[src/rtl/display_scan_mux.sv]
// display_scan_mux: scans a double-buffered 16-bit value across four active-low anodes with dead-time blanking
module display_scan_mux #(
  parameter int REFRESH_DIV = 100000,
  parameter int DEAD_CYCLES = 1000
) (
  input  logic        clk,
  input  logic        reset,
  input  logic        load,
  input  logic [15:0] din,
  input  logic [3:0]  blank,
  output logic [3:0]  nibble,
  output logic [3:0]  an,
  output logic        pending,
  output logic        frame_done
);
  localparam int CW = $clog2(REFRESH_DIV);
  localparam logic [CW-1:0] last = CW'(REFRESH_DIV - 1);
  localparam logic [CW-1:0] dead = CW'(DEAD_CYCLES);
  logic [CW-1:0] cnt;
  logic [1:0]    idx;
  logic [15:0]   shadow, staging;
  logic          wrap, boundary;
  always_comb begin
    wrap = cnt == last;
    boundary = wrap && idx == 2'd3;
  end
  always_ff @(posedge clk) begin
    if (reset) begin
      cnt <= '0;
      idx <= '0;
      shadow <= '0;
      staging <= '0;
      pending <= 1'b0;
      nibble <= '0;
      an <= 4'b1111;
      frame_done <= 1'b0;
    end else begin
      cnt <= wrap ? '0 : cnt + 1'b1;
      if (wrap) idx <= idx + 1'b1;
      nibble <= shadow[{idx, 2'b00} +: 4];
      an <= (cnt < dead || blank[idx]) ? 4'b1111 : ~(4'b0001 << idx);
      if (load) staging <= din;
      if (boundary) begin
        if (pending || load) shadow <= load ? din : staging;
        pending <= 1'b0;
      end else if (load) begin
        pending <= 1'b1;
      end
      frame_done <= boundary;
    end
  end
endmodule
[config.mk]
export PLATFORM = sky130hd
export DESIGN_NAME = display_scan_mux
export DESIGN_NICKNAME = d
export VERILOG_FILES = /design/src/rtl/display_scan_mux.sv
export SDC_FILE = /design/constraint.sdc
export NUM_CORES = 1
export LEC_CHECK = 0
export ABC_AREA = 1
export BUFFER_PORTS_ARGS = -buffer_cell sky130_fd_sc_hd__buf_2
export CAP_MARGIN = 15
export CORE_AREA = 2 2 72 74
export CTS_BUF_LIST = sky130_fd_sc_hd__clkbuf_4
export CTS_CLUSTER_SIZE = 30
export DETAILED_ROUTE_END_ITERATION = 10
export DIE_AREA = 0 0 74 76
export PLACE_DENSITY = 0.76
export SETUP_SLACK_MARGIN = 0.3
export SLEW_MARGIN = 5
export SYNTH_ARGS = -nofsm -noshare
export SYNTH_HDL_FRONTEND = slang
export SYNTH_SLANG_ARGS = --single-unit
[constraint.sdc]
create_clock -name clk -period 1.55 [get_ports clk]
set_input_delay 0.2325 -clock clk [delete_from_list [all_inputs] [get_ports clk]]
set_output_delay 0.2325 -clock clk [all_outputs]
set_load 0.02 [all_outputs]
Word-level counts from Yosys, hierarchy flattened --
Index checks and enable logic that the tools add are counted.
Word-level totals: output and inout port bits 10, register bits 61
Operators by class: reduce and logical (&&, ||, !) cells 7, bitwise logic cells 1, equal/unequal tests 2, order comparisons 2, shifts and indexed selects 2, muxes and demuxes 3, add/sub/neg operators 2
Operators with widths (number):
- $add A17 B1 Y17 const B | 1
- $eq A17 B17 Y1 const B | 1
- $lt A17 B10 Y1 const B | 1
- $mux W16 | 1
- $shiftx A16 B5 Y4 | 1
- $reduce_or A2 Y1 | 3
- $not A4 Y4 | 1
- $shl A1 B2 Y4 const A | 1
- $lt A2 B3 Y1 const B | 1
- $add A2 B1 Y2 const B | 1
- $bmux W1 S2 | 1
- $eq A2 B2 Y1 const B | 1
- $logic_or A1 B1 Y1 | 2
- $reduce_and A2 Y1 | 1
- $logic_and A1 B1 Y1 | 1
- $mux W1 | 1

Longest topological paths before layout --
Gate-level depths: netlist of the first run.
depth after elaboration 4, gate-level depth with buffers 9, depth with buffers taken out 8

Worst setup path before layout of the first run --
OpenSTA, ideal clock, no wires.
kind register -> register, start reg idx[1], end reg shadow[0], cell stages (with the launch flop) 8, setup time 0.064 ns, setup slack 0.160 ns, arrival time 1.326 ns, path through dfxtp_1 -> ha_1 -> buf_2 -> nand4_2 -> nor2_4 -> buf_6 -> nor2_1 -> nor2_1
Between the ends: cells in the longest elaborated chain, start to end 3
RTL lines:
- start, declared | line 20 | logic [1:0] idx;
- start signal, assigned | line 39 | if (wrap) idx <= idx + 1'b1;
- $eq A2 B2 Y1 | line 25 | boundary = wrap && idx == 2'd3;
- $logic_and A1 B1 Y1 | line 25
- $reduce_and A2 Y1 (no source line)
- end signal, assigned | line 44 | if (pending || load) shadow <= load ? din : staging;
- end, declared | line 21 | logic [15:0] shadow, staging;
No other way between the ends. A chain may end at the register's enable or synchronous reset.

Worst setup path in the final report of the first run --
start reg cnt[14], end reg cnt[14]
Between the ends: cells in the longest elaborated chain, start to end 2, elaborated cells between the ends (all ways) 3, classes of those cells add/sub: 1; eq/ne: 1; reduce/logical: 1
RTL lines:
- start, declared | line 19 | logic [CW-1:0] cnt;
- start signal, assigned | line 38 | cnt <= wrap ? '0 : cnt + 1'b1;
- branches (longest 2 deep; another with $add A17 B1 Y17)
Several ways; the timed one is not identified.

==> results.sh, run 1 <==
export IMPL_setup_tns_final_ns=0
export IMPL_cts_sinks=61
export IMPL_synth_top_cell_area_share_pct=46.4
export IMPL_crit_path_start="cnt[14]"
export IMPL_yosys_top_cells_area="dfxtp_1 (46%), nor2_1 (14%), nand2_1 (6.3%)"
export IMPL_yosysSeqAreaShare_pct=46.4
export IMPL_slew_limit_headroom_pct=69.5
export IMPL_design_area_um2=3350
export IMPL_yosysWarnings=0
export IMPL_rsz0062_at_grt="true"
export IMPL_vdd_ir_drop_max_mv=0.670
export IMPL_worst_path_buf_inv=2
export IMPL_synth_nets=368
export IMPL_timing_final_crit_share_pct=93.7
export IMPL_hold_start="din[5]"
export IMPL_synth_seq_cells=61
export IMPL_syn_instance_count=340
export IMPL_grt_overflow=0
export IMPL_tritoncts="built"
export IMPL_maxCapViolations=0
export IMPL_nNetsFinal=422
export IMPL_leakage_nw=1.40
export IMPL_root_buffer="clkbuf_4"
export IMPL_netlist_area_um2=2630
export IMPL_gp_congestion=0.888
export IMPL_die_width_um=74
export IMPL_core_area_um2=4910
export IMPL_cts_hold_buf=0
export IMPL_critPathArrivalTime_ns=1.75
export IMPL_synth_area_mux_share_pct=6.09
export IMPL_synthTopCellsByCount="nor2_1 (100), dfxtp_1 (61), nand2_1 (44)"
export IMPL_rr_startpoint="cnt[14]"
export IMPL_slowest_stage="dfxtp_1"
export IMPL_dieHeight_um=76
export IMPL_synth_edf_count=0
export IMPL_area_delta_synth_final_pct=27.2
export IMPL_cp_slowest_stage_delay_ns=0.36
export IMPL_routed_wl_um=6030
export IMPL_start_util_pct=53.6
export IMPL_dieArea_um2=5620
export IMPL_finalCriticalPeriod_ns=1.45
export IMPL_initialDrtViolationCount=89
export IMPL_cts_buffer_depth=2
export IMPL_crit_chain="nor3_2 -> nand3_4 -> nor2_4 -> buf_4 -> nor2_4 -> inv_4 -> a21oi_1"
export IMPL_antennaDiodeCount=0
export IMPL_setup_violations_final=0
export IMPL_yosysTopAreaCell="dfxtp_1"
export IMPL_async_flop_share_pct=0
export IMPL_grt_pass1_vias=2299
export IMPL_crit_fanout=7
export IMPL_yosys_most_used_dff="dfxtp_1"
export IMPL_grt_pass1_wl_um=9880
export IMPL_postRouteAntennaNets=0
export IMPL_yosysMostFrequentCell="nor2_1"
export IMPL_synth_simple_area_share_pct=30.7
export IMPL_criticalPathCategory="reg -> reg"
export IMPL_synthAdderAreaFrac_pct=2.38
export IMPL_end_kind="flop"
export IMPL_grt_usage_pct=23.0
export IMPL_clock_latency_ns=0.41
export IMPL_cts_made_buffers=9
export IMPL_wl_per_cell_um=12.9
export IMPL_io_buffers=32
export IMPL_fmax_mhz=688
export IMPL_drive_gt1_share_pct=29.4
export IMPL_p_per_area_nw_per_um2=848
export IMPL_timing_hold_ws_ns=0.0776
export IMPL_path_clk_slew_ns=0.10
export IMPL_tightest_slew_ns=0.458
export IMPL_cts_htree_levels=3
export IMPL_finClkSkew_ns=0.0118
export IMPL_critPathTopFamily="simple AND/OR/NAND/NOR gates"
export IMPL_slew_violations=0
export IMPL_grt_max_degree=24
export IMPL_via_count=2402
export IMPL_status="finished clean"
export IMPL_hold_path_class="in -> reg"
export IMPL_firstDrtPassIters=4
export IMPL_antenna_found_initial=0
export IMPL_remaining_drc_errors=0
export IMPL_final_hold_viol_count=0
export IMPL_start_kind="flop"
export IMPL_place_area_um2=2970
export IMPL_synth_top_family_by_area="simple AND/OR/NAND/NOR gates"
export IMPL_hpwlAfterDp_um=3920
export IMPL_cpMostUsedCell="nor2_4"
export IMPL_required_ns=1.85
export IMPL_vias_per_cell=5.13
export IMPL_yosys_cell_types_count=28
export IMPL_rows=26
export IMPL_avgSynthCellArea_um2=7.74
export IMPL_synth_compound_area_share_pct=5.42
export IMPL_num_io_pins=33
export IMPL_synthXorXnorAreaFrac_pct=2.66
export IMPL_fin_util_pct=68.2
[final cells by class]
type	count	area, µm²
fill	408	1560
timing repair buffer	58	418
multi-input combinational	243	1400
timing repair inverter	1	6.26
tap	70	87.6
inverter	20	80.1
clock buffer	10	75.1
clock inverter	5	52.6
sequential	61	1230
[timing repair]
action / CTS / global route
resized for setup: 24 / 17
endpoints found under the setup margin: 39 / 41
gates cloned: 2 / 0
setup buffers: 8 / 4
pin swaps: 26 / 8
endpoints found under the hold margin: 0 / 0
[routing by layer]
| metal | GRT usage [%] | share of wire (%) | vias to the layer above |
|---|---|---|---|
| li1 | - | - | 1214 |
| met1 | 24.0 | 40 | 1116 |
| met2 | 38.5 | 53 | 52 |
| met3 | 9.79 | 4.6 | 20 |
| met4 | 11.8 | 3.1 | 0 |
| met5 | 0 | 0 | - |
[logic make-up after synthesis]
group	after synthesis
compound gates	27
flops	61
xor+xnor	8
simple gates	187
buf+inv	36
fa+ha+maj	5
mux	16
[stage by stage]
stage	setup WS [ns]	instances	power [W]
finish	0.0971	468	0.00284
detailed placement	0.0515	439	0.00182
CTS	0.124	464	0.00286
global placement	0.102	439	0.00181
global route	-0.0120	468	0.00298
floorplan	0.179	340	0.00176
[cell usage in the layout (no fill, tap or decap), drive strengths merged]
cell	count
a31oi	1
bufinv	1
xnor2	1
mux2i	16
o21ai	13
nor2	106
clkinv	3
clkbuf	11
o211ai	1
nand2	44
a21oi	11
inv	20
nor3	4
nand4	25
nand3	6
dfxtp	61
ha	5
nor4	1
a22o	1
buf	57
xor2	7
clkinvlp	2
or3	1
[worst register-to-register path, delay by kind of cell, from the launching register on]
kind | cells | cell delay (ns)
and+or+nand+nor | 4 | 0.69
AOI/OAI and AO/OA | 1 | 0.05
buffers and inverters | 2 | 0.26
DFF | 1 | 0.36
[report_power, final]
group | switching (W) | internal, W | total [W]
logic | 0.000106 | 0.0000790 | 0.000185
registers | 0.0000143 | 0.00160 | 0.00161
clock network | 0.000549 | 0.000490 | 0.00104
total | 0.000670 | 0.00217 | 0.00284
[worst paths after layout]
check / to / slack [ns] / cells after the start
max reg2reg: cnt[14] / 0.1 / 7
max: cnt[14] / 0.1 / 7
min: staging[5] / 0.08 / 3
min reg2reg: shadow[14] / 0.48 / 2
[flip-flops by register name (all words and copies together), names as in the netlist]
signal and cells:
cnt 17, shadow 16, staging 16, an 4, nibble 4, idx 2
frame_done 1, pending 1
(Power assumes the default switching activity.)
==> run 2, diff against run 1 <==
--- a/config.mk
+++ b/config.mk
@@ -5,14 +5,13 @@
 export SDC_FILE = /design/constraint.sdc
 export NUM_CORES = 1
 export LEC_CHECK = 0
-export ABC_AREA = 1
 export BUFFER_PORTS_ARGS = -buffer_cell sky130_fd_sc_hd__buf_2
 export CAP_MARGIN = 15
-export CORE_AREA = 2 2 72 74
+export CORE_AREA = 2 2 71 73
 export CTS_BUF_LIST = sky130_fd_sc_hd__clkbuf_4
 export CTS_CLUSTER_SIZE = 30
 export DETAILED_ROUTE_END_ITERATION = 10
-export DIE_AREA = 0 0 74 76
+export DIE_AREA = 0 0 73 75
 export PLACE_DENSITY = 0.76
 export SETUP_SLACK_MARGIN = 0.3
 export SLEW_MARGIN = 5
==> run 2 against run 1 <==
Compared with the run above:
- the flow now finishes with violations (negative setup slack)
- critical path type unchanged
- synthesized cell count fell by 30%
- fmax down 28%
- count of clock-buffer cells in the layout is 2 higher
- largest power group unchanged
- cell area increased by 4.9%
- sequential power about the same
- flip-flop and latch count stayed put
- die area down 2.6%
==> results.sh, run 2 <==
export IMPL_status="finished with violations"
export IMPL_violations="negative setup slack"
export IMPL_place_ws_ns=-0.303
export IMPL_hold_start="din[6]"
export IMPL_maxCapViolations=0
export IMPL_finalWorstSetupSlack_ns=-0.480
export IMPL_regMostFlops="cnt"
export IMPL_yosys_cell_types_count=39
export IMPL_yosysTopAreaCell="dfxtp_1"
export IMPL_setup_tns_final_ns=-7.45
export IMPL_worst_path_buf_inv=1
export IMPL_slew_violations=0
export IMPL_remaining_drc_errors=0
export IMPL_async_flop_share_pct=0
export IMPL_fin_cells=377
export IMPL_required_ns=1.82
export IMPL_via_count=2047
export IMPL_total_power_w=0.00272
export IMPL_avgSynthCellArea_um2=10.8
export IMPL_yosys_top_cells_area="dfxtp_1 (47%), mux2i_1 (7.0%), mux2_4 (5.8%)"
export IMPL_dieHeight_um=75
export IMPL_area_delta_synth_final_pct=36.2
export IMPL_clock_latency_ns=0.40
export IMPL_grt_max_degree=21
export IMPL_nNetsFinal=347
export IMPL_firstDrtPassIters=4
export IMPL_cts_htree_levels=3
export IMPL_leakage_nw=1.55
export IMPL_cts_hold_buf=0
export IMPL_cts_buffer_depth=2
export IMPL_critPathTopFamily="simple AND/OR/NAND/NOR gates"
export IMPL_core_area_um2=4660
export IMPL_initialDrtViolationCount=93
export IMPL_routed_wl_um=6280
export IMPL_slowest_stage="or4_4"
export IMPL_hold_path_class="in -> reg"
export IMPL_start_kind="flop"
export IMPL_hpwlAfterDp_um=3600
export IMPL_synth_seq_cells=61
export IMPL_dieArea_um2=5480
export IMPL_vdd_ir_drop_max_mv=0.672
export IMPL_netlist_area_um2=2580
export IMPL_timing_final_crit_share_pct=131
export IMPL_critPathArrivalTime_ns=2.30
export IMPL_end_kind="flop"
export IMPL_yosysWarnings=0
export IMPL_grt_overflow=0
export IMPL_synth_nets=266
export IMPL_yosysMostFrequentCell="dfxtp_1"
export IMPL_rr_startpoint="cnt[8]"
export IMPL_num_io_pins=33
export IMPL_antenna_found_initial=0
export IMPL_antennaDiodeCount=0
export IMPL_cts_made_buffers=9
export IMPL_vias_per_cell=5.43
export IMPL_cp_slowest_stage_delay_ns=0.57
export IMPL_yosysSeqAreaShare_pct=47.4
export IMPL_rows=25
export IMPL_crit_path_start="cnt[8]"
export IMPL_finClkSkew_ns=0.0217
export IMPL_synthTopCellsByCount="dfxtp_1 (61), nor2_1 (36), mux2i_1 (18)"
export IMPL_final_hold_viol_count=0
export IMPL_syn_instance_count=238
export IMPL_crit_chain="and4b_1 -> nand4_1 -> or4_4 -> buf_12 -> mux2_4"
export IMPL_crit_fanout=16
export IMPL_wl_per_cell_um=16.7
export IMPL_tightest_slew_ns=0.349
export IMPL_start_util_pct=55.3
export IMPL_final_common_cell="dfxtp_1"
export IMPL_path_clk_slew_ns=0.11
export IMPL_finalCriticalPeriod_ns=2.03
export IMPL_place_area_um2=3040
export IMPL_fmax_mhz=493
export IMPL_criticalPathCategory="reg -> reg"
export IMPL_tritoncts="built"
export IMPL_n_fill_cell=309
export IMPL_gp_congestion=0.858
export IMPL_rsz0062_at_grt="true"
export IMPL_drive_gt1_share_pct=54.2
export IMPL_postRouteAntennaNets=0
export IMPL_die_width_um=73
export IMPL_grt_pass1_wl_um=9070
export IMPL_root_buffer="clkbuf_4"
export IMPL_p_per_area_nw_per_um2=776
export IMPL_cts_sinks=61
export IMPL_yosys_most_used_dff="dfxtp_1"
export IMPL_reg_top3="cnt: 17 flops, shadow: 16 flops, staging: 16 flops"
export IMPL_design_area_um2=3510
export IMPL_setup_violations_final=20
export IMPL_io_buffers=32
export IMPL_slew_limit_headroom_pct=76.6
export IMPL_dp_cells=349
export IMPL_synth_edf_count=0
export IMPL_largest_reg_flops=17
export IMPL_grt_pass1_vias=1998
export IMPL_grt_usage_pct=22.3
export IMPL_final_cell_mix="dfxtp_1 (45), buf_4 (37), buf_2 (31)"
export IMPL_synth_top_cell_area_share_pct=47.4
run 2: changes by cell type after synthesis, sizes merged, moves of 12 or more:
cell and delta:
nand4 -20, mux2 +16, inv -16, nand2 -33
nor2 -70, o21ai -12
run 2: per-layer routing:
layer / vias up / global-route usage, % / wire, µm
met5: - / 0 / 0
met4: 0 / 12.3 / 184
met3: 20 / 6.56 / 280
met2: 62 / 38.0 / 3330
met1: 979 / 25.1 / 2490
li1: 986 / - / -
run 2: logic make-up after synthesis:
kind of cell	synth area share, %
compound gates	1.55
xor+xnor	4.76
fa+ha+maj	2.43
buf+inv	3.54
flops	47.4
mux	19.8
simple gates	20.5
run 2: stage by stage:
step | hold slack [ns] | util (%)
after floorplan | 0.411 | -
after global placement | 0.495 | 65.2
after detailed placement | 0.506 | 65.2
after CTS | 0.109 | 72.2
after global routing | 0.0995 | 75.3
final | 0.123 | 75.3
run 2: tightest hold or removal path: cells and delay by family:
kind | cells | cell delay (ns)
AND/OR/NAND/NOR | 1 | 0.10
multiplexers | 1 | 0.06
buffers and inverters | 1 | 0.07
run 2: power by group:
part | internal [W] | total (W) | switching (W)
sequential | 0.00160 | 0.00161 | 0.0000133
clock | 0.000366 | 0.000911 | 0.000544
combinational | 0.0000992 | 0.000199 | 0.0000995
total | 0.00207 | 0.00272 | 0.000657
run 2: final cells by class:
cell class              count  area (µm²)  area share (%)
clock inverters             3        13.8           0.392
repair buffers             81         601            17.1
clock buffers              12        90.1            2.57
inverters                   4        15.0           0.428
flip-flops and latches     61        1240            35.4
well taps                  54        67.6            1.92
multi-input cells         162        1480            42.2
run 2: repair_timing:
item,in CTS,in global routing
setup buffers,9,4
setup endpoints to repair,44,46
pin swaps,8,13
endpoints found under the hold margin,0,0
gates cloned,0,0
gates resized for setup,42,31
run 2: final timing paths:
check             slack, ns  cells past startpoint         end
setup / recovery      -0.48                      5   shadow[9]
setup reg to reg      -0.48                      5   shadow[9]
hold / removal         0.12                      3  staging[6]
hold reg to reg        0.52                      2  staging[6]
==> run 3, diff against run 2 <==
==> constraint.sdc (replaced) <==
create_clock -name clk -period 2.1 [get_ports clk]
set_input_delay 0.315 -clock clk [delete_from_list [all_inputs] [get_ports clk]]
set_output_delay 0.315 -clock clk [all_outputs]
set_load 0.02 [all_outputs]
==> run 3 against run 2 <==
Compared with the run above:
- the run now ends clean
- first-iteration DRC count decreased by 43%
- die area unchanged
- register-to-register slack improved by 0.76 ns
- count of clock-buffer cells in the layout decreased by 2
- non-clock buffer count decreased by 40
- worst setup slack improved by 0.76 ns
- global-route usage decreased by 2.7 points
- total power decreased by 24%
- critical path type unchanged
- largest cell class unchanged
==> results.sh, run 3 (synthesis results as in run 2) <==
export IMPL_remaining_drc_errors=0
export IMPL_clock_latency_ns=0.41
export IMPL_wl_per_cell_um=13.8
export IMPL_largest_reg_flops=17
export IMPL_die_width_um=73
export IMPL_final_hold_viol_count=0
export IMPL_end_kind="flop"
export IMPL_antennaDiodeCount=0
export IMPL_reg_top3="cnt: 17 flops, shadow: 16 flops, staging: 16 flops"
export IMPL_cts_buffer_depth=2
export IMPL_tritoncts="built"
export IMPL_fmax_mhz=548
export IMPL_final_cell_mix="dfxtp_1 (51), nor2_1 (36), buf_2 (32)"
export IMPL_n_fill_cell=360
export IMPL_p_per_area_nw_per_um2=694
export IMPL_slew_violations=0
export IMPL_vdd_ir_drop_max_mv=0.495
export IMPL_vias_per_cell=5.27
export IMPL_crit_fanout=16
export IMPL_timing_final_crit_share_pct=86.9
export IMPL_cts_sinks=61
export IMPL_hold_path_class="in -> reg"
export IMPL_grt_pass1_wl_um=7990
export IMPL_dieArea_um2=5480
export IMPL_root_buffer="clkbuf_4"
export IMPL_num_io_pins=33
export IMPL_drive_gt1_share_pct=33.1
export IMPL_area_delta_synth_final_pct=15.7
export IMPL_grt_usage_pct=19.6
export IMPL_initialDrtViolationCount=53
export IMPL_gp_congestion=0.787
export IMPL_leakage_nw=1.30
export IMPL_fin_util_pct=64.0
export IMPL_setup_tns_final_ns=0
export IMPL_slew_limit_headroom_pct=65.7
export IMPL_path_clk_slew_ns=0.10
export IMPL_cts_made_buffers=9
export IMPL_firstDrtPassIters=5
export IMPL_start_util_pct=55.3
export IMPL_final_common_cell="dfxtp_1"
export IMPL_status="finished clean"
export IMPL_finalCriticalPeriod_ns=1.82
export IMPL_criticalPathCategory="reg -> reg"
export IMPL_grt_pass1_vias=1750
export IMPL_dieHeight_um=75
export IMPL_grt_overflow=0
export IMPL_tightest_slew_ns=0.513
export IMPL_maxCapViolations=0
export IMPL_hpwlAfterDp_um=3310
export IMPL_rsz0062_at_grt="true"
export IMPL_via_count=1782
export IMPL_grt_max_degree=29
export IMPL_core_area_um2=4660
export IMPL_io_buffers=32
export IMPL_nNetsFinal=307
export IMPL_required_ns=2.40
export IMPL_finClkSkew_ns=0.0106
export IMPL_regMostFlops="cnt"
export IMPL_cts_htree_levels=3
export IMPL_rows=25
export IMPL_setup_violations_final=0
export IMPL_postRouteAntennaNets=0
export IMPL_critPathArrivalTime_ns=2.13
export IMPL_antenna_found_initial=0
export IMPL_routed_wl_um=4670
export IMPL_start_kind="flop"
## run 3: final timing paths
check	slack (ns)	cells past startpoint	from	end
worst max-delay path	0.28	5	cnt[14]	shadow[9]
worst min-delay path	0.18	3	din[4]	staging[4]
worst max register to register	0.28	5	cnt[14]	shadow[9]
worst min register to register	0.47	1	cnt[0]	cnt[0]
## run 3: worst max-delay path, cell delays in order, from the launching register on
cell	delay, ns
dfxtp_2	0.36
nor4_4	0.30
nand3_1	0.13
or4_4	0.45
buf_12	0.18
mux2_4	0.29
## run 3: repair_timing
action | CTS | global route
pin swaps | 2 | 2
hold buffers | 0 | 0
buffers inserted | 1 | 0
setup endpoints to repair | 16 | 16
gates resized for setup | 6 | 5
endpoints found under the hold margin | 0 | 0
## run 3: through the flow
stage | setup slack (ns) | hold WS, ns | instance area [µm²] | total power [W] | instances
after global placement | 0.261 | 0.472 | 2820 | 0.00132 | 321
after CTS | 0.257 | 0.162 | 2970 | 0.00210 | 338
after detailed placement | 0.216 | 0.479 | 2820 | 0.00132 | 321
after floorplan | 0.265 | 0.455 | 2610 | 0.00128 | 238
after global routing | 0.207 | 0.167 | 2980 | 0.00216 | 338
final | 0.276 | 0.178 | 2980 | 0.00207 | 338
## run 3: layer usage
layer	track usage (%)	routed length [µm]	vias to the layer above	part of all wire, %
li1	-	-	906	-
met1	23.5	2120	830	45
met2	31.6	2230	36	48
met3	8.03	234	10	5.0
met4	7.41	87	0	1.9
met5	0	0	-	0
## run 3: report_power, final
part           total [W]  internal (W)  switching [W]
Clock           0.000778      0.000363       0.000416
Sequential       0.00119       0.00118      0.0000124
Combinational   0.000102     0.0000479      0.0000543
## run 3: cell type report
type	instances	area [µm²]	area share, %
flip-flops and latches	61	1240	41.6
multi-input cells	162	1290	43.2
inverters	4	15.0	0.503
repair buffers	41	240	8.05
clock inverters	6	53.8	1.80
clock buffers	10	75.1	2.52
well taps	54	67.6	2.27
